--- src/rtl/ex_stage_md.sv ---
// ex_stage_md: execute stage with operand bypass, EX/MEM register and iterative MDU with HI/LO (define MDU_FAST_MUL_EN for single-cycle multiply)
module ex_stage_md #(
  parameter int DATA_W   = 32,
  parameter int RADDR_W  = 5,
  parameter int FWD_SRCS = 2,
  parameter int SEL_W    = $clog2(FWD_SRCS + 1)
) (
  input  logic                       clk,
  input  logic                       rst,
  input  logic                       in_valid,
  output logic                       in_ready,
  input  logic                       isFlush,
  input  logic                       isCacheStall,
  input  logic [2:0]                 md_op,
  input  logic [DATA_W-1:0]          reg1_data,
  input  logic [DATA_W-1:0]          reg2_data,
  input  logic [FWD_SRCS*DATA_W-1:0] fwd_data,
  input  logic [SEL_W-1:0]           fwd_a,
  input  logic [SEL_W-1:0]           fwd_b,
  input  logic [DATA_W-1:0]          alu_out,
  output logic [DATA_W-1:0]          opa,
  output logic [DATA_W-1:0]          opb,
  input  logic [RADDR_W-1:0]         write_reg,
  output logic [DATA_W-1:0]          reg_result,
  output logic [RADDR_W-1:0]         reg_write_reg,
  output logic                       reg_valid,
  output logic                       md_busy,
  output logic [DATA_W-1:0]          hi,
  output logic [DATA_W-1:0]          lo
);
  localparam int CW = $clog2(DATA_W);
  localparam logic [1:0] S_IDLE = 2'd0, S_RUN = 2'd1, S_FIX = 2'd2;
  logic [1:0]          r_state;
  logic [CW-1:0]       r_cnt;
  logic [2*DATA_W-1:0] r_acc;
  logic [DATA_W-1:0]   r_a, r_b, r_hi, r_lo;
  logic                r_div, r_neg_q, r_neg_r, r_dz;
  logic                w_stall, w_issue, w_load, w_sgn, w_is_div, w_dz, w_ge;
  logic [DATA_W-1:0]   w_ma, w_mb, w_diff, w_q, w_r, w_fix_hi, w_fix_lo;
  logic [DATA_W:0]     w_sum, w_cand;
  logic [2*DATA_W-1:0] w_mul_next, w_div_next, w_prod;
  // bypass muxes: select 0 or out-of-range picks register-file data
  always_comb begin
    opa = reg1_data;
    opb = reg2_data;
    for (int i = 1; i <= FWD_SRCS; i++) begin
      if (fwd_a == SEL_W'(i)) opa = fwd_data[(i-1)*DATA_W +: DATA_W];
      if (fwd_b == SEL_W'(i)) opb = fwd_data[(i-1)*DATA_W +: DATA_W];
    end
  end
  assign md_busy  = r_state != S_IDLE;
  assign w_stall  = md_busy && in_valid && md_op != 3'd0;
  assign in_ready = !w_stall;
  assign w_load   = !isCacheStall && !isFlush && !w_stall;
  assign w_issue  = in_valid && md_op >= 3'd1 && md_op <= 3'd4 && w_load;
  assign w_sgn    = md_op == 3'd1 || md_op == 3'd3;
  assign w_is_div = md_op == 3'd3 || md_op == 3'd4;
  assign w_dz     = w_is_div && opb == '0;
  assign w_ma     = (w_sgn && opa[DATA_W-1]) ? -opa : opa;
  assign w_mb     = (w_sgn && opb[DATA_W-1]) ? -opb : opb;
  assign w_sum      = {1'b0, r_acc[2*DATA_W-1:DATA_W]} + (r_acc[0] ? {1'b0, r_b} : '0);
  assign w_mul_next = {w_sum, r_acc[DATA_W-1:1]};
  assign w_cand     = r_acc[2*DATA_W-1:DATA_W-1];
  assign w_ge       = w_cand >= {1'b0, r_b};
  assign w_diff     = w_cand[DATA_W-1:0] - r_b;
  assign w_div_next = {w_ge ? w_diff : w_cand[DATA_W-1:0], r_acc[DATA_W-2:0], w_ge};
  assign w_prod   = r_neg_q ? -r_acc : r_acc;
  assign w_q      = r_neg_q ? -r_acc[DATA_W-1:0] : r_acc[DATA_W-1:0];
  assign w_r      = r_neg_r ? -r_acc[2*DATA_W-1:DATA_W] : r_acc[2*DATA_W-1:DATA_W];
  assign w_fix_hi = r_dz ? r_a : r_div ? w_r : w_prod[2*DATA_W-1:DATA_W];
  assign w_fix_lo = r_dz ? '1 : r_div ? w_q : w_prod[DATA_W-1:0];
  // MDU sequencer: operands latched on issue, one shift-add/restoring step per RUN cycle, sign fix-up in FIX
  always_ff @(posedge clk) begin
    if (rst) begin
      r_state <= S_IDLE;
      r_cnt   <= '0;
      r_acc   <= '0;
      r_a     <= '0;
      r_b     <= '0;
      r_div   <= 1'b0;
      r_neg_q <= 1'b0;
      r_neg_r <= 1'b0;
      r_dz    <= 1'b0;
    end else if (r_state == S_IDLE) begin
      if (w_issue) begin
        r_a     <= opa;
        r_b     <= w_mb;
        r_div   <= w_is_div;
        r_neg_q <= w_sgn && (opa[DATA_W-1] ^ opb[DATA_W-1]);
        r_neg_r <= w_sgn && opa[DATA_W-1];
        r_dz    <= w_dz;
        r_cnt   <= CW'(DATA_W - 1);
`ifdef MDU_FAST_MUL_EN
        r_acc   <= w_is_div ? {{DATA_W{1'b0}}, w_ma} : {{DATA_W{1'b0}}, w_ma} * {{DATA_W{1'b0}}, w_mb};
        r_state <= (w_dz || !w_is_div) ? S_FIX : S_RUN;
`else
        r_acc   <= {{DATA_W{1'b0}}, w_ma};
        r_state <= w_dz ? S_FIX : S_RUN;
`endif
      end
    end else if (r_state == S_RUN) begin
      r_acc <= r_div ? w_div_next : w_mul_next;
      r_cnt <= r_cnt - 1'b1;
      if (r_cnt == '0) r_state <= S_FIX;
    end else begin
      r_state <= S_IDLE;
    end
  end
  // HI/LO: MDU result in FIX, otherwise MTHI/MTLO under the EX/MEM load conditions
  always_ff @(posedge clk) begin
    if (rst) begin
      r_hi <= '0;
      r_lo <= '0;
    end else if (r_state == S_FIX) begin
      r_hi <= w_fix_hi;
      r_lo <= w_fix_lo;
    end else if (w_load && in_valid && md_op == 3'd7) begin
      if (write_reg[0]) r_lo <= opa;
      else r_hi <= opa;
    end
  end
  assign hi = r_hi;
  assign lo = r_lo;
  // EX/MEM register: hold on cache stall, clear on flush, bubble on MDU stall
  always_ff @(posedge clk) begin
    if (rst) begin
      reg_result    <= '0;
      reg_write_reg <= '0;
      reg_valid     <= 1'b0;
    end else if (isCacheStall) begin
      reg_valid <= reg_valid;
    end else if (isFlush) begin
      reg_result    <= '0;
      reg_write_reg <= '0;
      reg_valid     <= 1'b0;
    end else if (w_stall) begin
      reg_valid <= 1'b0;
    end else begin
      reg_result    <= md_op == 3'd5 ? r_hi : md_op == 3'd6 ? r_lo : alu_out;
      reg_write_reg <= write_reg;
      reg_valid     <= in_valid;
    end
  end
endmodule

--- config.mk ---
export PLATFORM = sky130hd
export DESIGN_NAME = ex_stage_md
export DESIGN_NICKNAME = d
export VERILOG_FILES = /design/src/rtl/ex_stage_md.sv
export SDC_FILE = /design/constraint.sdc
export NUM_CORES = 1
export LEC_CHECK = 0
export ABC_AREA = 1
export BUFFER_PORTS_ARGS = -buffer_cell sky130_fd_sc_hd__buf_4
export CORE_MARGIN = 4
export CORE_UTILIZATION = 35
export DETAILED_ROUTE_END_ITERATION = 8
export GPL_TIMING_DRIVEN = 1
export PLACE_DENSITY = 0.6
export REMOVE_ABC_BUFFERS = 1
export SLEW_MARGIN = 0
export SYNTH_ARGS = -nofsm -noshare
export SYNTH_HDL_FRONTEND = slang
export SYNTH_SLANG_ARGS = --single-unit
--- constraint.sdc ---
create_clock -name clk -period 3.3 [get_ports clk]
set_input_delay 0.33 -clock clk [delete_from_list [all_inputs] [get_ports clk]]
set_output_delay 0.33 -clock clk [all_outputs]
set_load 0.02 [all_outputs]
==> results.md <==
* Flop pwr share at 29.5%
* Die Y at about 260 um
* Gr usage total at around 30%
* Placed Instances at between 5000 and 6000
* Crit end category: flop
* Post-synthesis cell type count at 58
* Final Critical Period at around 2.9 ns
* Post-synth top area cell: dfxtp_1
* Post-synthesis sequential area ratio at a little over a fifth
* Slew Limit Fails at 0
* Post-CTS Resized at 0
* Initial cell density of the core at a little over a third
* Largest net degree at the start of global routing at 119
* Largest Register: r_acc
* Placeable Area at between 0.06 and 0.07 mm^2
* Clock power frac at 29.2%
* Synth warn at 0
* Pre-antenna DRT Iters at 7
* Residual DRC at 0
* R2r startpoint: r_acc[0]$_SDFFE_PP0P_
* Crit start category: flop
* Top-area cell type share of the netlist area at a little over a fifth
* Largest cells by area after synthesis: dfxtp_1, nand2_1, nor2_1
* Status: complete, no violations
* Total wire length at between 100000 and 150000 um
* F_max at between 0.3 and 0.4 GHz
* Clk_lat worst skew at just under 0.6 ns
* Clock slew at reported path FFs at ~0.060 ns
* MaxCap Viol Count at 0
* Core Rows at 93
* Num ports at about 350
* Actual slew at the worst max-slew pin at 0.977 ns
* Clock buffer depth at 3
* Global-route wire length before repair at approximately 160000 um
* Hold slack at 0.0959 ns
* M1 WL at roughly 47000 um
* Design Power at 0.0110 W
* Port Buffers at around 340
* Mapped Cells at 4093
* Vias per cell at 5.39
* Synth-to-Final Area Change at 20.4%
* Pint at approximately 0.0063 W
* Root buf cell: clkbuf_16
* Slew Limit Headroom at about a third
* Number of synthesized flops with an enable pin at 0
* Die span in x at 264 um
* Post-CTS setup buffer count at 0
* Nets at roughly 4600
* Via count at roughly 28000
* Power Density at between 300 and 400 mW/mm^2
* Gpl congestion at 1.07
* Sw Ratio at 43.1%
* CTS Buf Count at 28
* Max reg flops at between 60 and 70
* Number of H-tree levels at 1
* Largest fanout on the critical path at 18
* Top Metal Used: met5
* Register-to-Register Path Depth at 14
* Post-DP HPWL at between 80000 and 90000 um
* List of most frequent post-synthesis cells: nand2_1, nor2_1, inv_1, a21oi_1, nand3_1
* Lkg Pwr at 13.7 nW
* Final ANT Viol Nets at 0
* Yosys reg bits at 241
* R2r setup slk at between 0.4 and 0.5 ns
* Critical R2R Capture: r_acc[46]$_SDFFE_PP0P_
* Final Hold Fails at 0
* Switch Pwr at between 0.004 and 0.005 W
* Die ar. at 0.0696 mm^2
* Hold Path Class: in2reg
* Synthesized area per cell at about 5.6 um^2
* CP Class: reg2reg
* Grt ovf at 0
* Routed wl met3 at roughly 10000 um
* # fillers at between 7000 and 8000
* Worst Setup EP: r_acc[46]$_SDFFE_PP0P_
* DR iter-0 viols at around 3000
* Fraction of registers with async set/reset at 0%
* VDD IR max at between 0.0003 and 0.0004 V
* RSZ-0062 raised after global routing: no
* Share of layout cells above drive strength 1 at 15.0%
* Antenna violations before repair at 2
* Vias in the first global route at roughly 27000
* Antenna cell count at 0
* Sink Count at 241
* Post-route clock period utilization at about 86%
* CP required at between 3 and 4 ns
* Met2 WL at roughly 47000 um
* Dpl ws at between 0.5 and 0.6 ns
* Comb pwr share at between 40% and 50%
* CP Launch Point: r_acc[0]$_SDFFE_PP0P_
* Critical path data arrival time at approximately 3.3 ns
* Main flop type after synthesis: dfxtp_1
* Final Skew at around 0.011 ns
* Post-route setup slack at approximately 0.45 ns
* Cell Area, Synth at 0.0229 mm^2
* Most numerous cell in the Yosys netlist: nand2_1
* WL per Instance at approximately 21 um
* CTS tree: done
* Final setup viols at 0
* Fin cells at between 5000 and 6000
## area by class of cell
type | count | area (um^2) | area share (%)
multi-input combinational | 3204 | 15500 | 56.2
timing repair buffer | 447 | 3480 | 12.6
inverter | 462 | 1740 | 6.31
tap | 855 | 1070 | 3.88
clock inverter | 10 | 111 | 0.404
sequential | 241 | 4830 | 17.5
clock buffer | 41 | 840 | 3.04
## cell families (layout without fill, tap and decap cells)
family | count (synthesis) | in the layout | share of synthesized area (%)
multiplexers | 2 | 2 | 0.0983
AO/OA/AOI/OAI | 840 | 840 | 20.0
adder cells (fa/ha/maj) | 72 | 72 | 4.00
flip-flops | 241 | 241 | 21.1
XOR/XNOR | 37 | 37 | 1.41
AND/OR/NAND/NOR | 2253 | 2253 | 42.0
buffers and inverters | 648 | 960 | 11.4
## worst min-delay path by stage
stage	from	to	slack (ns)	cells after the start
final	reg2_data[0]	r_b[0]$_SDFFE_PP0P_	0.1	3
after global routing	in_valid	reg_valid$_SDFFE_PP0N_	0.15	3
after CTS	reg2_data[0]	r_b[0]$_SDFFE_PP0P_	0.08	3
after detailed placement	reg_write_reg[1]$_SDFFE_PP0P_	reg_write_reg[1]$_SDFFE_PP0P_	0.46	2
after global placement	reg_write_reg[3]$_SDFFE_PP0P_	reg_write_reg[3]$_SDFFE_PP0P_	0.45	2
after floorplan	rst	lo[0]$_SDFFE_PP0P_	0.40	1
## per-stage QoR
| stage | util (%) | setup TNS (ns) | area, um^2 |
|---|---|---|---|
| 2_1_floorplan | - | -522.44 | 22000 |
| 3_3_place_gp | 41.1 | 0 | 26600 |
| 3_5_place_dp | 41.1 | 0 | 26600 |
| 4_1_cts | 42.7 | 0 | 27600 |
| 5_1_grt | 42.7 | 0 | 27600 |
| 6_report | 42.7 | 0 | 27600 |
## layer usage
layer  global-route usage (%)  vias to the layer above
li1                         -                    13900
met4                     11.9                        4
met3                     6.42                      221
met1                     40.5                    12900
met5                        0                        -
met2                     46.2                     1322
## placed cells by master, fill, tap and decap left out, types with 8 or more instances in the layout
master / Yosys / final
nor3_1: 28 / 28
nor2_2: 25 / 26
xor2_1: 34 / 34
a31oi_1: 63 / 63
clkbuf_16: 0 / 28
inv_2: 20 / 22
o21bai_1: 9 / 9
ha_1: 70 / 70
dfxtp_1: 241 / 239
a21oi_1: 365 / 365
buf_4: 5 / 432
or2_2: 20 / 20
nor2_1: 489 / 485
a21oi_2: 10 / 10
o211ai_1: 18 / 18
nand2_4: 8 / 8
nand3_1: 338 / 338
inv_1: 437 / 436
nand2_1: 1195 / 1195
o21ai_1: 11 / 10
nand3_2: 11 / 11
nand4_1: 51 / 51
clkbuf_8: 0 / 9
or2_1: 15 / 15
nand3b_1: 11 / 11
nor2_4: 12 / 15
nand2_2: 35 / 35
o31ai_1: 29 / 29
o21ai_0: 302 / 302
buf_12: 0 / 9
## worst max-delay path: stages (launching register included)
cell	delay, ns
dfxtp_1	0.40
buf_4	0.29
buf_4	0.26
nand2_1	0.08
inv_1	0.05
ha_1	0.27
a21oi_1	0.25
o21ai_0	0.16
a21oi_1	0.16
nand2_1	0.16
or2_2	0.31
nand3_1	0.10
nand3_1	0.08
nand2_1	0.06
a21oi_1	0.06
## timing repair
action | in CTS | in global routing
setup endpoints to repair | 0 | 0
hold buffers | 6 | 0
hold endpoints to repair | 6 | 0
## power by group through the flow
stage / sequential [W] / clock (W) / combinational [W]
2_1_floorplan: 0.00331 / 0 / 0.00255
3_3_place_gp: 0.00330 / 0 / 0.00443
3_5_place_dp: 0.00330 / 0 / 0.00442
4_1_cts: 0.00324 / 0.00327 / 0.00444
5_1_grt: 0.00326 / 0.00338 / 0.00494
6_report: 0.00325 / 0.00322 / 0.00455
Note: power is estimated with default switching activity, not from simulation.
